File: src/rtl/add16_pg_if.sv
// add16_pg_if: operand/result bundle for the add16_pg lookahead adder.
//   a, b  : 16-bit operands (driven by master)
//   cin   : carry into bit 0 (driven by master)
//   s     : registered 16-bit sum (driven by slave)
//   PG    : registered block propagate (driven by slave)
//   GG    : registered block generate (driven by slave)
interface add16_pg_if;
    logic [15:0] a;
    logic [15:0] b;
    logic        cin;
    logic [15:0] s;
    logic        PG;
    logic        GG;

    modport master (output a, b, cin, input s, PG, GG);
    modport slave  (input a, b, cin, output s, PG, GG);
endinterface

File: src/rtl/add16_pg.sv
// add16_pg: 16-bit two-level carry-lookahead adder (4 groups of 4 bits)
// with registered sum and registered block propagate/generate, so it can
// sit under a higher-level lookahead unit. One clock of latency, full
// throughput. Carry-out is not produced; the parent computes GG | PG&cin.
//   clk   : clock, rising edge
//   rst_n : synchronous active-low reset (s, PG, GG cleared)
//   bus   : add16_pg_if slave modport (a, b, cin in; s, PG, GG out)
module add16_pg #(
    parameter int WIDTH = 16,
    parameter int GROUP = 4
) (
    input  logic       clk,
    input  logic       rst_n,
    add16_pg_if.slave  bus
);

    localparam int NGRP = WIDTH / GROUP;

    logic [WIDTH-1:0] p;
    logic [WIDTH-1:0] g;
    logic [WIDTH-1:0] c;
    logic [NGRP-1:0]  gp;
    logic [NGRP-1:0]  gg;
    logic [NGRP-1:0]  gc;
    logic [WIDTH-1:0] sum_n;
    logic             pg_n;
    logic             gg_n;

    always_comb begin
        p = bus.a ^ bus.b;
        g = bus.a & bus.b;

        // First level: group propagate/generate, 4-bit lookahead form.
        for (int unsigned k = 0; k < NGRP; k++) begin
            gp[k] = &p[k*GROUP +: GROUP];
            gg[k] = g[k*GROUP+3]
                  | (p[k*GROUP+3] & g[k*GROUP+2])
                  | (p[k*GROUP+3] & p[k*GROUP+2] & g[k*GROUP+1])
                  | (p[k*GROUP+3] & p[k*GROUP+2] & p[k*GROUP+1] & g[k*GROUP]);
        end

        // Second level: carries into each group from group terms and cin.
        gc[0] = bus.cin;
        gc[1] = gg[0] | (gp[0] & bus.cin);
        gc[2] = gg[1] | (gp[1] & gg[0]) | (gp[1] & gp[0] & bus.cin);
        gc[3] = gg[2] | (gp[2] & gg[1]) | (gp[2] & gp[1] & gg[0])
              | (gp[2] & gp[1] & gp[0] & bus.cin);

        // Carries inside each group, expanded from the group carry-in.
        for (int unsigned k = 0; k < NGRP; k++) begin
            c[k*GROUP]   = gc[k];
            c[k*GROUP+1] = g[k*GROUP] | (p[k*GROUP] & gc[k]);
            c[k*GROUP+2] = g[k*GROUP+1]
                         | (p[k*GROUP+1] & g[k*GROUP])
                         | (p[k*GROUP+1] & p[k*GROUP] & gc[k]);
            c[k*GROUP+3] = g[k*GROUP+2]
                         | (p[k*GROUP+2] & g[k*GROUP+1])
                         | (p[k*GROUP+2] & p[k*GROUP+1] & g[k*GROUP])
                         | (p[k*GROUP+2] & p[k*GROUP+1] & p[k*GROUP] & gc[k]);
        end

        sum_n = p ^ c;

        // Block terms are independent of cin.
        pg_n = &gp;
        gg_n = gg[3] | (gp[3] & gg[2]) | (gp[3] & gp[2] & gg[1])
             | (gp[3] & gp[2] & gp[1] & gg[0]);
    end

    always_ff @(posedge clk) begin
        if (!rst_n) begin
            bus.s  <= '0;
            bus.PG <= 1'b0;
            bus.GG <= 1'b0;
        end else begin
            bus.s  <= sum_n;
            bus.PG <= pg_n;
            bus.GG <= gg_n;
        end
    end

endmodule

File: src/flat_wrapper.sv
// flat-port wrapper written by rule: the top's interface ports become plain ports
module add16_pg_flat 
#(
    parameter int WIDTH = 16,
    parameter int GROUP = 4
)
  (clk, rst_n, bus_a, bus_b, bus_cin, bus_s, bus_PG, bus_GG);
  add16_pg_if bus_i ();
  input  logic clk;
  input  logic rst_n;
  input wire logic [$bits(bus_i.a)-1:0] bus_a;
  input wire logic [$bits(bus_i.b)-1:0] bus_b;
  input wire logic [$bits(bus_i.cin)-1:0] bus_cin;
  output wire logic [$bits(bus_i.s)-1:0] bus_s;
  output wire logic [$bits(bus_i.PG)-1:0] bus_PG;
  output wire logic [$bits(bus_i.GG)-1:0] bus_GG;
  assign bus_i.a = bus_a;
  assign bus_i.b = bus_b;
  assign bus_i.cin = bus_cin;
  assign bus_s = bus_i.s;
  assign bus_PG = bus_i.PG;
  assign bus_GG = bus_i.GG;
  add16_pg #(.WIDTH(WIDTH), .GROUP(GROUP)) u_core (.clk(clk), .rst_n(rst_n), .bus(bus_i));
endmodule
File: config.mk
export PLATFORM = sky130hd
export DESIGN_NAME = add16_pg_flat
export DESIGN_NICKNAME = d
export VERILOG_FILES = /design/src/rtl/add16_pg_if.sv /design/src/rtl/add16_pg.sv /design/src/flat_wrapper.sv
export SDC_FILE = /design/constraint.sdc
export NUM_CORES = 1
export LEC_CHECK = 0
export BUFFER_PORTS_ARGS = -buffer_cell sky130_fd_sc_hd__buf_2
export CAP_MARGIN = 20
export CORE_MARGIN = 8
export CORE_UTILIZATION = 30
export CTS_CLUSTER_SIZE = 8
export DETAILED_ROUTE_END_ITERATION = 10
export PLACE_DENSITY_LB_ADDON = 0.3
export RECOVER_POWER = 25
export REMOVE_ABC_BUFFERS = 1
export SLEW_MARGIN = 0
export SYNTH_ARGS = -nofsm -noshare
export SYNTH_HDL_FRONTEND = slang
export SYNTH_SLANG_ARGS = --single-unit
File: constraint.sdc
create_clock -name clk -period 2.5 [get_ports clk]
set_input_delay 0.25 -clock clk [delete_from_list [all_inputs] [get_ports clk]]
set_output_delay 0.25 -clock clk [all_outputs]
set_load 0.005 [all_outputs]
==> reports/qor.txt, run 1 <==
status = finished clean
die width = 80.1 um
compound-gate portion of the synthesized area = 17.9%
vias in the first global route = 1164
layout net count = 245
residual DRC count = 0
max-cap viol count = 0
CP endpoint kind = flop
global-route usage over all layers = 9.77%
Pwr Total = 0.802 mW
Setup Fix Bufs, Post-CTS = 0
DRT Pass-1 Iters = 4
Post-synth EDFFs = 0
worst hold path type = in2reg
crit-path cells = buf_2 > ha_1 > nand4_2 > o32a_1 > o211a_2 > o21ai_0 > fa_1 > and2_1
die span in y = 80.1 um
fmax = 486 MHz
# H-tree levels = 1
vias per cell = 4.76
synthesized instance count = 135
initial antenna violation count = 0
PortBufs = 52
Post-Synth XOR/XNOR Area = 4.27%
Switch Pwr = 0.242 mW
FP Rows = 23
Starting DRT DRC Count = 51
GPL Wtd Cong = 0.837
post-synthesis simple-gate area fraction = 19.6%
Most used DFF post-synth = dfxtp_1
Synth warnings = 0
global route overflow = 0
mean routed wirelength per cell = 12.4 um
required time worst endpoint = 2650 ps
die area = 6410 um^2
vias = 1132
CTS clock-pin slew for the worst setup and hold paths = 70 ps
Clock Path Buffers = 2
first-pass GRT wire length = 5040 um
Reg power frac = 41.2%
RSZ-0062 raised after global routing = false
post-layout minimum cycle time = 2060 ps
Slew HR = 64.4%
Cells after DPL = 235
clock power share = 25.3%
Async S/R FF share, synth = 0%
hold_buf cts = 0
family with the most delay on the worst path = adder cells
post-synthesis mux area share = 3.25%
Comb pwr share = 33.5%
critical path class = in2reg
Mean Syn Cell Area = 9.12 um^2
crit path max fanout = 7
max-slew violations = 0
P per Cell Area = 508 nW/um^2
Adder-Cell Fraction of Synth Area = 22.8%
CP peak stage delay = 430 ps
Worst Path Buf+Inv = 1
Worst-Margin Slew = 534 ps
setup TNS = 0 ps
Worst path slowest cell = fa_1
DP HPWL = 2500 um
Core ar. = 3970 um^2
TritonCTS clock tree = yes
Post-Syn Area = 1230 um^2
period utilization = 82.4%
final hold violation count = 0
Int Power = 0.560 mW
Starting Density = 31.0%
main combinational cell family by area after synthesis = adder cells
clk sinks = 18
Net Sw Frac = 30.2%
CTS Root Cell = clkbuf_8
# diodes = 0
CP arrival = 2210 ps
maximum VDD drop = 0.272 mV
Layout area overhead = 28.2%
sequential-to-total area share from yosys stat = 29.3%
Detail Route Antenna Nets = 0
routed wire length = 2950 um
post-cts resize count = 0
# setup viols final = 0
FF+latch count, synth = 18
Top Ports = 53
Distinct cells, synth = 38
share of layout cells above drive strength 1 = 29.8%
worst hold slack = 380 ps
largest net degree at the start of global routing = 14
leakage = 0.749 nW
final non-filler cell total = 238
Startpoint Class = primary input
CTS Buf Count = 3
cell type report:
cell class	instances	area [um^2]
tap	50	62.6
multi-input combinational	108	835
sequential	18	360
inverter	7	27.5
timing repair buffer	52	251
fill	422	2390
clock buffer	3	41.3
kinds of logic after synthesis:
kind of cell | Yosys count
and+or+nand+nor | 48
AOI/OAI and AO/OA | 30
adders and majority gates | 20
DFF | 18
buffers and inverters | 9
xor gates and xnor gates | 6
muxes | 4
layer usage:
| layer | vias up | share of wire (%) | global-route usage, % |
|---|---|---|---|
| li1 | 591 | - | - |
| met1 | 496 | 48 | 11.8 |
| met2 | 40 | 41 | 14.7 |
| met3 | 5 | 10 | 5.13 |
| met4 | 0 | 1.1 | 2.73 |
| met5 | - | 0 | 0 |
stage by stage:
step,utilization (%),worst slack [ps],area (um^2)
floorplan,-,380,1220
global placement,38.9,190,1550
detailed placement,38.9,176,1550
CTS,39.9,445,1590
global route,39.7,348,1580
finish,39.7,441,1580
flip-flops by register name (all words and copies together), names as in the netlist:
signal / cells
u_core.bus.s: 16
u_core.bus.PG: 1
u_core.bus.GG: 1
power by group through the flow:
stage | registers (mW) | clock network (mW) | logic, mW
after global placement | 0.336 | 0 | 0.278
after global routing | 0.334 | 0.231 | 0.307
final | 0.330 | 0.203 | 0.269
after CTS | 0.330 | 0.216 | 0.278
after floorplan | 0.344 | 0 | 0.168
after detailed placement | 0.337 | 0 | 0.276
placed cells by master, fill, tap and decap left out, types with 5 or more instances in the layout:
cell and count:
ha_1 16, nor2_1 16, clkbuf_1 7, nand2_1 12, buf_2 45, inv_1 5
o21ai_0 7, a21oi_1 6, dfxtp_1 18
cell usage after synthesis, types with 3 or more instances:
cell type,count,area share [%]
a21oi_1,6,2.4
and2_1,4,2.0
dfxtp_1,18,29
fa_1,4,6.5
ha_1,16,16
inv_1,5,1.5
mux2i_1,4,3.3
nand2_1,12,3.7
nand2b_1,3,1.5
nand4_1,3,1.5
nor2_1,16,4.9
o21ai_0,7,2.8
xnor2_1,4,2.8
worst paths after layout:
check,start,slack (ps),end,depth (start not counted)
max,bus_b[5],440,u_core.bus.s[12],8
min,bus_a[8],380,u_core.bus.s[8],3
Power figures use the tool's default switching activity.
==> run 2: changes to the inputs <==
==> constraint.sdc (replaced) <==
create_clock -name clk -period 2 [get_ports clk]
set_input_delay 0.2 -clock clk [delete_from_list [all_inputs] [get_ports clk]]
set_output_delay 0.2 -clock clk [all_outputs]
set_load 0.005 [all_outputs]
==> run 2 against run 1 <==
Critical path depth unchanged. Sequential share of layout area decreased by 2.5 points. Worst setup slack got worse by 310 ps. Combinational power increased by 50%. Power increased by 39%. Sequential power increased by 25%. Clock-buffer cell count increased by 1. Final cell count increased by 9.2%. Largest power group unchanged.
==> reports/qor.txt, run 2 (synthesized netlist as in run 1, its figures left out) <==
# setup viols final = 0
layout net count = 266
Core ar. = 3970 um^2
biggest regs = u_core.bus.s x16, u_core.bus.GG x1, u_core.bus.PG x1
Clock Path Buffers = 2
# diodes = 0
first-pass GRT wire length = 5400 um
global-route usage over all layers = 10.4%
max-slew violations = 0
RSZ-0062 raised after global routing = false
CTS Root Cell = clkbuf_8
Layout area overhead = 43.6%
# H-tree levels = 1
Starting Density = 31.0%
worst hold path type = in2reg
vias per cell = 4.68
global route overflow = 0
GPL Wtd Cong = 0.834
Setup Fix Bufs, Post-CTS = 0
PortBufs = 52
most frequent cells in the layout = 44 x buf_2, 21 x buf_4, 18 x dfxtp_1
crit-path cells = buf_2 > ha_1 > nand4_2 > o32a_1 > o211a_4 > o21ai_1 > fa_1 > and2_1
mean routed wirelength per cell = 12.4 um
fmax = 535 MHz
vias in the first global route = 1280
final hold violation count = 0
period utilization = 93.4%
routed wire length = 3230 um
Startpoint Class = primary input
CTS Buf Count = 3
hold_buf cts = 0
clk sinks = 18
die span in y = 80.1 um
max reg flops = 16
wl on met1 = 1530 um
met3 routed WL = 264 um
Top Ports = 53
maximum VDD drop = 0.292 mV
max-cap viol count = 0
setup TNS = 0 ps
required time worst endpoint = 2160 ps
Detail Route Antenna Nets = 0
Met2 Routed Length = 1390 um
post-cts resize count = 0
P per Cell Area = 631 nW/um^2
largest net degree at the start of global routing = 14
leakage = 0.853 nW
Slew HR = 64.4%
largest register by flop count = u_core.bus.s
die area = 6410 um^2
worst hold slack = 338 ps
CP peak stage delay = 420 ps
DR top layer = met4
DRT Pass-1 Iters = 3
TritonCTS clock tree = yes
FP Rows = 23
Worst path slowest cell = fa_1
critical path class = in2reg
Starting DRT DRC Count = 18
Worst-Margin Slew = 534 ps
filler cell count = 402
most common cell after layout, fill and taps aside = buf_2
CP endpoint kind = flop
die width = 80.1 um
residual DRC count = 0
share of layout cells above drive strength 1 = 37.1%
initial antenna violation count = 0
crit path max fanout = 5
post-layout minimum cycle time = 1870 ps
status = finished clean
CP arrival = 2020 ps
DP HPWL = 2780 um
CTS clock-pin slew for the worst setup and hold paths = 70 ps
vias = 1216
## run 2: changes by cell type in the layout (fill, tap and decap cells not counted), sizes merged
cell / before / now
buf: 45 / 65
clkbuf: 10 / 12
## run 2: cell type report
type	count	area [um^2]	area share [%]
inverters	7	27.5	1.56
multi-input cells	108	855	48.3
well taps	50	62.6	3.54
clock buffers	4	55.1	3.11
flip-flops and latches	18	360	20.4
repair buffers	73	408	23.1
## run 2: where the power goes
| group | internal (mW) | switching [mW] |
|---|---|---|
| Sequential | 0.404 | 0.00957 |
| Clock | 0.175 | 0.124 |
| Combinational | 0.213 | 0.190 |
| Total | 0.792 | 0.324 |
## run 2: metal layers
| layer | up-vias | global-route usage [%] |
|---|---|---|
| met2 | 40 | 17.3 |
| met1 | 538 | 12.1 |
| met5 | - | 0 |
| li1 | 633 | - |
| met4 | 0 | 3.82 |
| met3 | 5 | 3.57 |
## run 2: per-stage QoR
step / std cells / power, mW / setup WS (ps) / instance area [um^2] / util, %
finish: 260 / 1.12 / 132 / 1770 / 44.5
floorplan: 133 / 0.641 / -70.4 / 1220 / -
global route: 260 / 1.20 / 62.4 / 1770 / 44.5
CTS: 260 / 1.13 / 96.4 / 1760 / 44.3
detailed placement: 256 / 0.825 / -179 / 1700 / 42.9
global placement: 256 / 0.822 / -169 / 1700 / 42.9
## run 2: final timing paths
kind      start               end  slack [ps]  cells after the start
max    bus_a[6]  u_core.bus.s[12]         130                      8
min   bus_a[12]  u_core.bus.s[12]         340                      3
## run 2: critical path: cells and delay by family
family	cells	cell delay, ps
buffers and inverters	1	100
and+or+nand+nor	2	280
adders and majority gates	2	750
AOI/OAI and AO/OA	3	690
==> run 3: changes to the inputs <==
--- a/config.mk
+++ b/config.mk
@@ -7,8 +7,11 @@
 export LEC_CHECK = 0
 export BUFFER_PORTS_ARGS = -buffer_cell sky130_fd_sc_hd__buf_2
 export CAP_MARGIN = 20
+export CELL_PAD_IN_SITES_DETAIL_PLACEMENT = 2
+export CELL_PAD_IN_SITES_GLOBAL_PLACEMENT = 2
+export CORE_ASPECT_RATIO = 1.25
 export CORE_MARGIN = 8
-export CORE_UTILIZATION = 30
+export CORE_UTILIZATION = 26
 export CTS_CLUSTER_SIZE = 8
 export DETAILED_ROUTE_END_ITERATION = 10
 export PLACE_DENSITY_LB_ADDON = 0.3
==> run 3 against run 2 <==
Clock-buffer cell count stayed put. Global-route usage grew 1.7 points. Sequential share of layout area is essentially flat.
==> reports/qor.txt, run 3 (synthesized netlist as in run 1, its figures left out) <==
status = finished clean
first-pass GRT wire length = 7070 um
Detail Route Antenna Nets = 0
Worst-Margin Slew = 515 ps
max-slew violations = 0
CP arrival = 2060 ps
critical path class = in2reg
fin area = 1770 um^2
# setup viols final = 0
final non-filler cell total = 270
largest register by flop count = u_core.bus.s
CP peak stage delay = 390 ps
Pwr Total = 1.14 mW
die width = 77.6 um
Switch Pwr = 0.345 mW
family with the most delay on the worst path = compound AO/OA/AOI/OAI gates
biggest regs = u_core.bus.s x16, u_core.bus.GG x1, u_core.bus.PG x1
global-route usage over all layers = 12.1%
# H-tree levels = 1
Clock Path Buffers = 2
Comb pwr share = 37.1%
filler cell count = 540
residual DRC count = 0
CTS Root Cell = clkbuf_8
Startpoint Class = primary input
initial antenna violation count = 0
placed cell area = 1710 um^2
Hold EP = u_core.bus.s[10]
maximum VDD drop = 0.179 mV
setup ws final = 83.3 ps
post-layout minimum cycle time = 1920 ps
leakage = 0.864 nW
DRT Pass-1 Iters = 4
vias per cell = 4.88
routed wire length = 4380 um
final hold violation count = 0
Starting DRT DRC Count = 26
vias in the first global route = 1509
CTS clock-pin slew for the worst setup and hold paths = 70 ps
clk sinks = 18
fmax = 522 MHz
critical path depth = 9
Worst Path Buf+Inv = 1
worst hold path type = in2reg
P per Cell Area = 642 nW/um^2
Reg power frac = 36.5%
Slew HR = 65.6%
crit path max fanout = 4
share of layout cells above drive strength 1 = 38.1%
vias = 1317
CTS Buf Count = 3
die area = 7210 um^2
Core ar. = 4660 um^2
required time worst endpoint = 2140 ps
Top Ports = 53
DP HPWL = 3870 um
layout net count = 266
Layout area overhead = 43.8%
FP Rows = 28
crit-path cells = buf_2 > ha_1 > a211oi_2 > o32a_1 > o211a_2 > o21ai_1 > fa_1 > xnor2_1 > nor2_1
CP endpoint kind = flop
global route overflow = 0
Starting Density = 26.4%
Net Sw Frac = 30.4%
GPL Wtd Cong = 0.832
die span in y = 92.9 um
clock power share = 26.5%
Int Power = 0.792 mW
Cells after DPL = 265
period utilization = 95.8%
Place WS = -226 ps
mean routed wirelength per cell = 16.2 um
hold_buf cts = 0
Hold Path Depth = 3
# diodes = 0
most common cell after layout, fill and taps aside = buf_2
max-cap viol count = 0
Final Core Density = 38.0%
Worst path slowest cell = fa_1
max reg flops = 16
TritonCTS clock tree = yes
PortBufs = 52
most frequent cells in the layout = 46 x buf_2, 21 x buf_4, 18 x dfxtp_1
largest net degree at the start of global routing = 14
beginning of the worst hold path = rst_n
-- run 3: cell count changes in the layout (fill, tap and decap cells not counted) --
cell,change
o211a_4,-1
o21ai_1,-1
o211a_2,+1
xnor2_1,-1
buf_2,+2
ha_1,+1
ha_4,-1
clkbuf_1,-2
o21ai_0,+1
xnor2_2,+1
-- run 3: timing repair --
action	CTS	global route
endpoints found under the setup margin	0	3
setup buffers	0	1
gates resized for setup	0	2
-- run 3: how the worst max path moves through the flow --
| stage | slack (ps) | from | endpoint |
|---|---|---|---|
| after floorplan | -70 | bus_b[5] | u_core.bus.s[12] |
| final | 80 | bus_b[5] | u_core.bus.s[13] |
| after global placement | -190 | bus_b[3] | u_core.bus.s[12] |
| after global routing | -9 | bus_b[5] | u_core.bus.s[13] |
| after detailed placement | -230 | bus_a[6] | u_core.bus.s[12] |
| after CTS | 40 | bus_a[6] | u_core.bus.s[12] |
-- run 3: final cells by class --
type,count,area [um^2],share of cell area [%]
inverters,7,27.5,1.55
flip-flops and latches,18,360,20.4
clock buffers,4,55.1,3.11
well taps,60,75.1,4.24
repair buffers,73,410,23.2
multi-input cells,108,842,47.6
-- run 3: through the flow --
step	setup TNS, ps	hold slack (ps)
after floorplan	-70.4	322
final	0	321
after global routing	-9.20	337
after CTS	0	317
after global placement	-597	581
after detailed placement	-960	585
-- run 3: routing by layer --
metal / GRT usage [%] / vias up / wire length, um
met5: 0 / - / 0
met4: 5.84 / 0 / 120
met3: 3.29 / 11 / 241
met2: 24.3 / 44 / 2460
met1: 10.7 / 626 / 1560
li1: - / 636 / -
-- run 3: power by group through the flow --
stage	logic (mW)	registers (mW)	clock network, mW
after floorplan	0.211	0.430	0
after global placement	0.400	0.421	0
after detailed placement	0.427	0.424	0
after CTS	0.429	0.415	0.314
after global routing	0.467	0.419	0.334
final	0.421	0.415	0.301
-- run 3: worst min-delay path: stages --
cell	delay [ps]
buf_2	180
nand2_1	90
mux2i_1	50
